**config.mk**
```make
export PLATFORM = sky130hd
export DESIGN_NAME = clint_bus_bridge
export DESIGN_NICKNAME = d
export VERILOG_FILES = /design/src/rtl/clint_pkg.sv /design/src/rtl/clint_addr_decode.sv /design/src/rtl/clint_bus_bridge.sv
export SDC_FILE = /design/constraint.sdc
export NUM_CORES = 1
export LEC_CHECK = 0
export BUFFER_PORTS_ARGS = -buffer_cell sky130_fd_sc_hd__buf_4
export CAP_MARGIN = 0
export CORE_MARGIN = 4
export CORE_UTILIZATION = 45
export CTS_CLUSTER_DIAMETER = 150
export CTS_CLUSTER_SIZE = 20
export DETAILED_ROUTE_END_ITERATION = 8
export MAX_ROUTING_LAYER = met4
export PLACE_DENSITY_LB_ADDON = 0.25
export SETUP_SLACK_MARGIN = 0.2
export SYNTH_ARGS = -nofsm -noshare
export SYNTH_HDL_FRONTEND = slang
export SYNTH_SLANG_ARGS = --single-unit
```
**constraint.sdc**
```tcl
create_clock -name clk_i -period 11.3 [get_ports clk_i]
set_clock_uncertainty 0.15 [all_clocks]
set_input_delay 1.13 -clock clk_i [delete_from_list [all_inputs] [get_ports clk_i]]
set_output_delay 1.13 -clock clk_i [all_outputs]
set_load 0.05 [all_outputs]
```
**src/rtl/clint_pkg.sv**
```systemverilog
// Shared CLINT bridge definitions: register window offsets, CLINT index encodings
// and bridge FSM state encodings.
package clint_pkg;

  localparam logic [15:0] MSIP_OFFSET     = 16'h0000;
  localparam logic [15:0] MTIMECMP_OFFSET = 16'h4000;
  localparam logic [15:0] MTIME_OFFSET    = 16'hBFF8;

  typedef enum logic [1:0] {
    IDX_MTIME    = 2'd0,
    IDX_MTIMECMP = 2'd1,
    IDX_MSIP     = 2'd2
  } clint_idx_e;

  typedef enum logic [2:0] {
    ST_IDLE    = 3'd0,
    ST_RD_REQ  = 3'd1,
    ST_RD_WAIT = 3'd2,
    ST_WR_REQ  = 3'd3,
    ST_RESP    = 3'd4
  } bridge_state_e;

endpackage

```
**src/rtl/clint_addr_decode.sv**
```systemverilog
// Combinational decode of a CLINT byte offset into register index, upper-half
// select and an illegal-access flag.
module clint_addr_decode
  import clint_pkg::*;
(
  input  logic [15:0] addr,
  input  logic        size,
  output clint_idx_e  index,
  output logic        upper,
  output logic        illegal
);

  localparam logic [12:0] MSIP_WORD     = MSIP_OFFSET[15:3];
  localparam logic [12:0] MTIMECMP_WORD = MTIMECMP_OFFSET[15:3];
  localparam logic [12:0] MTIME_WORD    = MTIME_OFFSET[15:3];

  logic hit;

  always_comb begin
    index = IDX_MTIME;
    hit   = 1'b1;
    if (addr[15:3] == MSIP_WORD) begin
      index = IDX_MSIP;
    end else if (addr[15:3] == MTIMECMP_WORD) begin
      index = IDX_MTIMECMP;
    end else if (addr[15:3] == MTIME_WORD) begin
      index = IDX_MTIME;
    end else begin
      hit = 1'b0;
    end
  end

  assign upper   = addr[2];
  // Only 32-bit-aligned offsets exist; a 64-bit access must start on the low half.
  assign illegal = !hit || (addr[1:0] != 2'b00) || (size && addr[2]);

endmodule

```
**src/rtl/clint_bus_bridge.sv**
```systemverilog
// Bridges single-pulse core device-bus requests onto the CLINT register port.
// Define CLINT_BRIDGE_TIMEOUT_EN to abort reads that never see c_ready_i.
module clint_bus_bridge
  import clint_pkg::*;
#(
  parameter int XLEN           = 64,
  parameter int TIMEOUT_CYCLES = 16
) (
  input  logic            clk_i,
  input  logic            rst_i,
  input  logic            s_strobe_i,
  input  logic            s_rw_i,
  input  logic [15:0]     s_addr_i,
  input  logic            s_size_i,
  input  logic [XLEN-1:0] s_data_i,
  output logic            s_ready_o,
  output logic [XLEN-1:0] s_data_o,
  output logic            s_err_o,
  output logic            s_busy_o,
  output logic            c_en_o,
  output logic            c_we_o,
  output logic [1:0]      c_addr_o,
  output logic [XLEN-1:0] c_data_o,
  input  logic [XLEN-1:0] c_data_i,
  input  logic            c_ready_i
);

  localparam int HALF = XLEN / 2;

  if (XLEN != 64 || TIMEOUT_CYCLES < 1) begin : g_param_check
    $error("clint_bus_bridge: XLEN must be 64 and TIMEOUT_CYCLES at least 1");
  end

  bridge_state_e   state_reg, state_next;
  logic            rw_reg, rw_next;
  logic            size_reg, size_next;
  logic [15:0]     addr_reg, addr_next;
  logic [HALF-1:0] wdata_reg, wdata_next;
  logic            ill_reg, ill_next;

  logic            ready_next, err_next, busy_next, en_next, we_next;
  logic [1:0]      caddr_next;
  logic [XLEN-1:0] sdata_next, cdata_next;

  logic            dec_upper, dec_illegal;
  clint_idx_e      dec_index;

  // The live request is decoded in IDLE; afterwards the captured one is.
  clint_addr_decode u_decode (
    .addr    ((state_reg == ST_IDLE) ? s_addr_i : addr_reg),
    .size    ((state_reg == ST_IDLE) ? s_size_i : size_reg),
    .index   (dec_index),
    .upper   (dec_upper),
    .illegal (dec_illegal)
  );

`ifdef CLINT_BRIDGE_TIMEOUT_EN
  localparam int CW = $clog2(TIMEOUT_CYCLES + 1);
  logic [CW-1:0] wait_cnt_reg, wait_cnt_next;

  always_ff @(posedge clk_i or posedge rst_i) begin
    if (rst_i) wait_cnt_reg <= '0;
    else       wait_cnt_reg <= wait_cnt_next;
  end
`endif

  always_ff @(posedge clk_i or posedge rst_i) begin
    if (rst_i) begin
      state_reg <= ST_IDLE;
      rw_reg    <= 1'b0;
      size_reg  <= 1'b0;
      addr_reg  <= '0;
      wdata_reg <= '0;
      ill_reg   <= 1'b0;
      s_ready_o <= 1'b0;
      s_data_o  <= '0;
      s_err_o   <= 1'b0;
      s_busy_o  <= 1'b0;
      c_en_o    <= 1'b0;
      c_we_o    <= 1'b0;
      c_addr_o  <= '0;
      c_data_o  <= '0;
    end else begin
      state_reg <= state_next;
      rw_reg    <= rw_next;
      size_reg  <= size_next;
      addr_reg  <= addr_next;
      wdata_reg <= wdata_next;
      ill_reg   <= ill_next;
      s_ready_o <= ready_next;
      s_data_o  <= sdata_next;
      s_err_o   <= err_next;
      s_busy_o  <= busy_next;
      c_en_o    <= en_next;
      c_we_o    <= we_next;
      c_addr_o  <= caddr_next;
      c_data_o  <= cdata_next;
    end
  end

  always_comb begin
    state_next = state_reg;
    rw_next    = rw_reg;
    size_next  = size_reg;
    addr_next  = addr_reg;
    wdata_next = wdata_reg;
    ill_next   = ill_reg;
    ready_next = 1'b0;
    sdata_next = '0;
    err_next   = 1'b0;
    en_next    = 1'b0;
    we_next    = 1'b0;
    caddr_next = 2'd0;
    cdata_next = '0;
`ifdef CLINT_BRIDGE_TIMEOUT_EN
    wait_cnt_next = wait_cnt_reg;
`endif
    unique case (state_reg)
      ST_IDLE: begin
        if (s_strobe_i) begin
          rw_next    = s_rw_i;
          size_next  = s_size_i;
          addr_next  = s_addr_i;
          wdata_next = s_data_i[HALF-1:0];
          ill_next   = dec_illegal;
          if (dec_illegal) begin
            state_next = ST_RESP;
          end else if (s_rw_i && s_size_i) begin
            state_next = ST_WR_REQ;
            en_next    = 1'b1;
            we_next    = 1'b1;
            caddr_next = dec_index;
            cdata_next = s_data_i;
          end else begin
            state_next = ST_RD_REQ;
            en_next    = 1'b1;
            caddr_next = dec_index;
          end
        end
      end
      ST_RD_REQ: begin
        state_next = ST_RD_WAIT;
`ifdef CLINT_BRIDGE_TIMEOUT_EN
        wait_cnt_next = '0;
`endif
      end
      ST_RD_WAIT: begin
        if (c_ready_i) begin
          if (rw_reg) begin
            // Read-modify-write: only the addressed half takes the new data.
            state_next = ST_WR_REQ;
            en_next    = 1'b1;
            we_next    = 1'b1;
            caddr_next = dec_index;
            cdata_next = dec_upper ? {wdata_reg, c_data_i[HALF-1:0]}
                                   : {c_data_i[XLEN-1:HALF], wdata_reg};
          end else begin
            state_next = ST_RESP;
            ready_next = 1'b1;
            if (size_reg)       sdata_next = c_data_i;
            else if (dec_upper) sdata_next = {{HALF{1'b0}}, c_data_i[XLEN-1:HALF]};
            else                sdata_next = {{HALF{1'b0}}, c_data_i[HALF-1:0]};
          end
`ifdef CLINT_BRIDGE_TIMEOUT_EN
        end else if (wait_cnt_reg == CW'(TIMEOUT_CYCLES - 1)) begin
          state_next = ST_RESP;
          ready_next = 1'b1;
          err_next   = 1'b1;
        end else begin
          wait_cnt_next = wait_cnt_reg + 1'b1;
`endif
        end
      end
      ST_WR_REQ: begin
        state_next = ST_RESP;
        ready_next = 1'b1;
      end
      ST_RESP: begin
        // An illegal access enters RESP with no pulse yet and responds one cycle
        // later, so it lands at the same latency as a 64-bit write.
        if (s_ready_o) begin
          state_next = ST_IDLE;
        end else begin
          ready_next = 1'b1;
          err_next   = ill_reg;
        end
      end
      default: state_next = ST_IDLE;
    endcase
    busy_next = (state_next != ST_IDLE);
  end

endmodule

```
Yosys cells after proc, flatten, opt, wreduce, memory -nomap -nowiden
Index checks and enable logic that the tools add are counted.
W data, S select, Z words.
Storage, ports and cells
  register bits: 189
  input port bits: 150
  output and inout bits: 135
  logic and storage cells: 76
Cells by class
  eq/ne operators: 6
  muxes and demuxes: 46
  reductions and logical operators: 10
Operators by type and width (number)
  $mux W64: 10
  $pmux W64 S2: 1
  $mux W32: 1
  $mux W1: 17
  $mux W16: 1
  $mux W3: 5
  $pmux W3 S5: 1
  $eq A13 B12 Y1 const B: 1
  $eq A13 B13 Y1 const B: 1
  $logic_not A13 Y1: 1
  $mux W2: 6
  $eq A3 B2 Y1 const B: 2
  $pmux W1 S2: 2
  $pmux W2 S2: 1
  $eq A3 B1 Y1 const B: 1
  $eq A3 B3 Y1 const B: 1
  $logic_not A3 Y1: 1
  $pmux W1 S3: 1
  $reduce_bool A3 Y1: 1
  $logic_and A1 B1 Y1: 2
  $logic_or A1 B1 Y1: 2
  $reduce_and A2 Y1: 1
  $reduce_bool A2 Y1: 1
  $logic_not A1 Y1: 1

Depth between registers and ports, before layout
Gate-level depths: netlist of run 1.
  depth in word-level cells: 13
  depth in mapped cells: 8

Hierarchy
A second synthesis of run 1 with hierarchy kept.
Second synthesis, totals
  cells, all modules: 607
  area, all modules: 8008.9 µm²
By module, submodules not included
  clint_bus_bridge: times used 1, cells an instance 593, area each 7920.1 µm², sequential area each 4729.5 µm²
  clint_addr_decode: times used 1, cells an instance 14, area each 88.8 µm², sequential area each 0.0 µm²

Worst setup path before layout of run 1
OpenSTA, ideal clock, no wires.
  kind: input -> register
  start point: input s_strobe_i
  end point: register c_data_o[0]
  library setup time: 0.078 ns
  data arrival time: 2.539 ns
  data required time: 11.072 ns
  path slack: 8.533 ns
  cell stages on the path: 7
  path buffers: 3
  path through: or4b_1 -> or2_1 -> buf_2 -> a211oi_2 -> buf_6 -> buf_8 -> o2bb2ai_1
On the way
  word-level cells in the longest chain between the ends: 2
RTL lines
  from (decl): RTL line clint_bus_bridge.sv:11  | input logic s_strobe_i,
  $mux W64: RTL line clint_bus_bridge.sv:120  | if (s_strobe_i) begin
  $pmux W64 S2: RTL line clint_bus_bridge.sv:118  | unique case (state_reg)
  named net cdata_next[0]: RTL line clint_bus_bridge.sv:43  | logic [XLEN-1:0] sdata_next, cdata_next;
  to (signal assigned): RTL line clint_bus_bridge.sv:97  | c_data_o <= cdata_next;
  to (decl): RTL line clint_bus_bridge.sv:23  | output logic [XLEN-1:0] c_data_o,
The timed path passes the listed nets, and every way through them passes these cells.
A chain may end at the register's enable or synchronous reset.

Worst setup path in the final report of run 1
  start point: input s_addr_i[2]
  end point: register c_data_o[38]
On the way
  word-level cells in the longest chain between the ends: 6
  elaborated cells between the ends (all ways): 9
RTL lines
  from (decl): RTL line clint_bus_bridge.sv:13  | input logic [15:0] s_addr_i,
  $mux W16 *: RTL line clint_bus_bridge.sv:50  | .addr ((state_reg == ST_IDLE) ? s_addr_i : addr_reg),
  $logic_and A1 B1 Y1: RTL line clint_addr_decode.sv:35  | assign illegal = !hit || (addr[1:0] != 2'b00) || (size && addr[2]);
  $logic_or A1 B1 Y1: RTL line clint_addr_decode.sv:35
  $mux W64: RTL line clint_bus_bridge.sv:126  | if (dec_illegal) begin
  $mux W64: RTL line clint_bus_bridge.sv:120
  $pmux W64 S2 *: RTL line clint_bus_bridge.sv:118
  named net cdata_next[38]: RTL line clint_bus_bridge.sv:43
The timed path passes the listed nets; every way through them passes the cells marked *.

==> impl_metrics.tcl, run 1 <==
set metrics [dict create \
    synth_edf_count 0 \
    h-tree-depth 4 \
    synth_nets 742 \
    synthSimpleGateAreaFrac 0.0865 \
    ys_seq_area_frac 0.615 \
    r2r_start "state_reg[1]$_DFF_PP0_" \
    vias_per_cell 5.42 \
    drt_wl_total_um 22700 \
    core_area_um2 16600 \
    drtAntennaViolNets 0 \
    nNetsFinal 1011 \
    cts_hold_buf 0 \
    cts_max_path_buffers 2 \
    row_count 47 \
    design.die.area_um2 19100 \
    finalCriticalPeriod_ps 3280 \
    clkSinkCount 187 \
    critPathKind "in -> reg" \
    combPwrFrac 0.281 \
    cts-root-buf "clkbuf_16" \
    die_y_um 138 \
    fp.dieW_um 138 \
    syn_area_per_cell_um2 12.9 \
    tightestPinTransition_ps 1170 \
    ys_types 39 \
    grt_max_degree 116 \
    cap_violations 0 \
    drive_gt1_frac 0.430 \
    ys_ff_latch 187 \
    synth_compound_area_frac 0.111 \
    antenna_found_initial 0 \
    cts_setup_buffers 0 \
    end_kind "register" \
    synth_xor_area_frac 0 \
    synthCells 592 \
    synth_area_um2 7610 \
    fillers 1303 \
    cts_resized 0 \
    ios 285 \
    worstPathRequired_ps 11450 \
    intPower_mw 1.40 \
    critPathArrivalTime_ps 3430 \
    power.net_switching_mw 0.633 \
    relSlewSlack 0.217 \
    area_delta_synth_final_pct 38.0 \
    outcome "complete, no violations" \
    first_pass_iters 5 \
    wire_per_inst_um 20.7 \
    synth_warnings 0 \
    grt_pass1_wl_um 35300 \
    critPathLaunch "s_addr_i[2]" \
    power_density_nw_per_um2 193 \
    rr_endpoint "c_data_o[38]$_DFF_PP0_" \
    r2r_cells 5 \
    layout_common_cells "buf_4, dfrtp_1, nand2_1" \
    rsz0062_at_grt "no" \
    vias 5927 \
    synth_top_family_by_area "multiplexers" \
    crit_fanout 52 \
    hold_viol 0 \
    dp_hpwl_um 15500 \
    hp-class "reg -> reg" \
    fin_crit_sh 0.291 \
    place_congestion 0.876 \
    setup_violations 0 \
    track_usage 0.242 \
    cts_tree "built" \
    synthFlopType "dfrtp_1" \
    synth.area.mux_share 0.154 \
    ys_async_sr_fraction 1.00 \
    power_frac_clock 0.308 \
    grt_pass1_vias 6332 \
    final.setup.tns_ps 0 \
    synthAdderAreaFrac 0 \
    ir_drop_uv 113 \
    portBuffers 284 \
    rrSetupSlack_ps 8220 \
    start_kind "primary input" \
    grt_overflow 0 \
    crit_path_end "c_data_o[38]$_DFF_PP0_" \
    timing.final.max_slew_violations 0 \
    switching_share 0.312 \
    dr.first_iter.drc_count 355 \
    initial_core_util 0.459 \
    dpl_worst_slack_ps 7640 \
    cts_buffers 17 \
    final_common_cell "buf_4" \
    antennaDiodeCount 0 \
    max_clock_freq_ghz 0.305 \
    clkLatencyLatePin_ps 430 \
    p_leak_nw 5.48 \
    path_clk_slew_ps 70 \
    drc 0 \
    setup_slack_ps 8020 \
    seqPwrFrac 0.411 \
]
## power by group through the flow
stage | logic [mW] | registers (mW) | clock network (mW)
detailed placement | 0.571 | 0.847 | 0
floorplan | 0.392 | 0.843 | 0
global placement | 0.552 | 0.837 | 0
global route | 0.616 | 0.847 | 0.662
finish | 0.572 | 0.835 | 0.625
CTS | 0.574 | 0.835 | 0.631
## through the flow
stage | cells | util | hold slack [ps] | power [mW] | instance area [µm²]
final | 1094 | 0.634 | 331 | 2.03 | 10500
after global routing | 1094 | 0.634 | 354 | 2.13 | 10500
after CTS | 1094 | 0.634 | 337 | 2.04 | 10500
after detailed placement | 1062 | 0.596 | 323 | 1.42 | 9880
after global placement | 1062 | 0.596 | 309 | 1.39 | 9880
after floorplan | 592 | - | 292 | 1.23 | 7610
## how the worst min path moves through the flow
stage,from,to,slack (ps),cells past startpoint
floorplan,ill_reg$_DFFE_PP0P_,ill_reg$_DFFE_PP0P_,290,2
global placement,ill_reg$_DFFE_PP0P_,ill_reg$_DFFE_PP0P_,310,2
detailed placement,ill_reg$_DFFE_PP0P_,s_err_o$_DFF_PP0_,320,1
CTS,ill_reg$_DFFE_PP0P_,s_err_o$_DFF_PP0_,340,1
global route,ill_reg$_DFFE_PP0P_,s_err_o$_DFF_PP0_,350,1
finish,ill_reg$_DFFE_PP0P_,s_err_o$_DFF_PP0_,330,1
## layer usage
metal,GRT usage,wire [µm],up-vias
met5,-,0,-
met4,0.0738,337,0
met3,0.0680,1620,25
met2,0.408,11800,257
met1,0.283,8940,2970
li1,-,-,2675
## synth_stat cells, types with 2 or more instances
cell         n  area share
nor2b_1      2      0.0016
dfrtp_1    187        0.61
buf_8        5      0.0099
clkbuf_1    26       0.013
buf_1        3      0.0015
mux2_2      47       0.070
nand4_1      4      0.0033
a21oi_1     35       0.023
mux2i_1     64       0.084
and3_1      33       0.027
o21ai_0      6      0.0039
buf_2        9      0.0059
or4_1        4      0.0039
a32oi_1      2      0.0023
inv_1        6      0.0030
nor4_1       5      0.0041
o2bb2ai_1   64       0.074
nand2_1     68       0.034
and2_1       2      0.0016
## critical path: stages
cell and delay (ps):
buf_4 100, nor4b_1 910, nor2_4 270, buf_4 480, mux2i_1 350, o2bb2ai_1 110
## cells by family after synthesis
family | count (synthesis)
muxes | 111
AOI/OAI and AO/OA | 114
and+or+nand+nor | 130
DFF | 187
buffers and inverters | 50
## cell type report
| type | instances | area [µm²] | share of cell area |
|---|---|---|---|
| flip-flops and latches | 187 | 4680 | 0.445 |
| multi-input cells | 355 | 2690 | 0.256 |
| repair buffers | 294 | 2210 | 0.210 |
| clock buffers | 23 | 488 | 0.0464 |
| well taps | 220 | 275 | 0.0262 |
| clock inverters | 9 | 135 | 0.0129 |
| inverters | 6 | 27.5 | 0.00262 |
No activity file was read; power rests on OpenSTA's default activity.
==> inputs of run 2 (changes only) <==
--- a/config.mk
+++ b/config.mk
@@ -5,6 +5,7 @@
 export SDC_FILE = /design/constraint.sdc
 export NUM_CORES = 1
 export LEC_CHECK = 0
+export ABC_AREA = 1
 export BUFFER_PORTS_ARGS = -buffer_cell sky130_fd_sc_hd__buf_4
 export CAP_MARGIN = 0
 export CORE_MARGIN = 4
==> constraint.sdc (replaced) <==
create_clock -name clk_i -period 2.72 [get_ports clk_i]
set_clock_uncertainty 0.15 [all_clocks]
set_input_delay 0.272 -clock clk_i [delete_from_list [all_inputs] [get_ports clk_i]]
set_output_delay 0.272 -clock clk_i [all_outputs]
set_load 0.05 [all_outputs]
==> impl_metrics.tcl, run 2 <==
set metrics [dict create \
    grt_pass1_wl_um 40500 \
    nNetsFinal 1467 \
    layout_common_cells "buf_4, dfrtp_1, nand2_1" \
    ios 285 \
    portBuffers 284 \
    r2r_cells 10 \
    outcome "complete, no violations" \
    start_kind "register" \
    synth_warnings 0 \
    slowest_delay_ps 450 \
    relSlewSlack 0.424 \
    wl_met3_um 1810 \
    fin_util 0.701 \
    critPathLaunch "state_reg[0]$_DFF_PP0_" \
    die_y_um 143 \
    r2r_start "state_reg[0]$_DFF_PP0_" \
    whs_path_depth 3 \
    final.setup.tns_ps 0 \
    min_to "addr_reg[5]$_DFFE_PP0P_" \
    synthFlopType "dfrtp_1" \
    synth_area_leaders "dfrtp_1, nand2_1, inv_1, o21ai_0, o211ai_1" \
    ys_types 27 \
    antenna_found_initial 2 \
    area_delta_synth_final_pct 53.5 \
    setup_slack_ps 351 \
    syn_area_per_cell_um2 9.01 \
    design.die.area_um2 20500 \
    drc 0 \
    total_power_mw 8.34 \
    clkLatencyLatePin_ps 420 \
    critPathKind "reg -> reg" \
    dr.first_iter.drc_count 491 \
    synth_edf_count 0 \
    synth_largest_area_cell "dfrtp_1" \
    fp.dieW_um 143 \
    cts-root-buf "clkbuf_16" \
    ys_seq_area_frac 0.576 \
    ys_top_cells_by_count "dfrtp_1, nand2_1, inv_1, o21ai_0, o211ai_1" \
    synthCells 911 \
    ys_async_sr_fraction 1.00 \
    synth_nets 1061 \
    wire_per_inst_um 16.8 \
    hp-start "s_addr_i[5]" \
    h-tree-depth 4 \
    vias 7751 \
    p_leak_nw 6.84 \
    timing.final.max_slew_violations 0 \
    rsz0062_at_grt "yes" \
    initial_core_util 0.457 \
    row_count 49 \
    yosysMostFrequentCell "dfrtp_1" \
    crit_family "buffers and inverters" \
    place_congestion 0.857 \
    power_density_nw_per_um2 662 \
    grt_max_degree 109 \
    drive_gt1_frac 0.289 \
    first_pass_iters 6 \
    met1_length_um 10500 \
    crit_slowest_cell "dfrtp_1" \
    dpl_worst_slack_ps -145 \
    ir_drop_uv 751 \
    finalCriticalPeriod_ps 2370 \
    hp-class "in -> reg" \
    top_layer_used "met4" \
    crit_chain "nor2_4, nand2_4, inv_2, nand2_1, o21a_2, inv_2, buf_6, nand2_1, o211ai_1, o21ai_2" \
    drtAntennaViolNets 0 \
    track_usage 0.260 \
    path_clk_slew_ps 60 \
    hold_viol 0 \
    cap_violations 0 \
    rrSetupSlack_ps 350 \
    ys_ff_latch 189 \
    drt_wl_total_um 26300 \
    synth_area_um2 8210 \
    final_common_cell "buf_4" \
    end_kind "register" \
    cts_buffers 17 \
    crit_fanout 64 \
    dp_hpwl_um 16400 \
    path_buf_inv 3 \
    setup_violations 0 \
    core_area_um2 18000 \
    max_clock_freq_ghz 0.422 \
    clkSinkCount 189 \
    rr_endpoint "c_data_o[39]$_DFF_PP0_" \
    vias_per_cell 4.96 \
    grt_overflow 0 \
    grt_pass1_vias 8003 \
    cts_max_path_buffers 2 \
    fin_crit_sh 0.871 \
    yosysTopAreaCellShare 0.576 \
    worstPathRequired_ps 2870 \
    dr_wl_met2_um 13000 \
    tightestPinTransition_ps 864 \
    critPathArrivalTime_ps 2520 \
    cts_tree "built" \
]
## run 2: changes by cell type in the layout (fill, tap and decap cells not counted), sizes merged, moves of 64 or more
cell | previous run | this run
mux2i | 64 | 0
inv | 7 | 171
o211ai | 0 | 64
nand2 | 68 | 176
o21ai | 7 | 148
o2bb2ai | 64 | 0
dlygate4sd3 | 0 | 139
## run 2: worst max path at each step
stage,endpoint,cells after the start
floorplan,addr_reg[0]$_DFFE_PP0P_,1
global placement,s_data_o[19]$_DFF_PP0_,9
detailed placement,s_data_o[17]$_DFF_PP0_,9
CTS,c_data_o[0]$_DFF_PP0_,12
global route,c_data_o[46]$_DFF_PP0_,10
finish,c_data_o[39]$_DFF_PP0_,10
## run 2: logic make-up after synthesis
logic type,synth area share
compound gates,0.188
flops,0.576
simple gates,0.123
buf+inv,0.113
## run 2: layout make-up
type	count	area (µm²)
fillers	1303	5370
multi-input cells	497	2580
clock inverters	8	108
repair buffers	440	3740
flip-flops and latches	189	4730
diodes	3	7.51
inverters	172	649
clock buffers	24	492
well taps	229	287
## run 2: worst register-to-register path, delay by kind of cell (launching register included)
kind            cells  cell delay [ps]
compound gates      3              390
simple gates        4              560
buf+inv             3              700
flops               1              450
## run 2: per-stage QoR
step                cells  hold slack [ps]  cell area (µm²)
floorplan             911              232             8210
global placement     1384              317            10500
detailed placement   1384              315            10500
CTS                  1557             1.39            12600
global route         1561             12.1            12600
finish               1562             11.8            12600
## run 2: routing by layer
metal  vias to the layer above  GRT usage
met5                         -          -
met4                         0      0.115
met3                        69     0.0422
met2                       363      0.422
met1                      3610      0.322
li1                       3709          -
## run 2: report_power, final
group	internal, mW	leakage [nW]	switching (mW)
Sequential	3.21	2.55	0.293
Combinational	0.750	4.01	1.58
Clock	1.46	0.279	1.05
## run 2: repair_timing
item,in CTS,in global routing
setup buffers,2,1
gates resized for setup,1,2
hold buffers,139,0
pin swaps,1,0
setup endpoints to repair,80,77
gates cloned,0,1
endpoints found under the hold margin,345,0
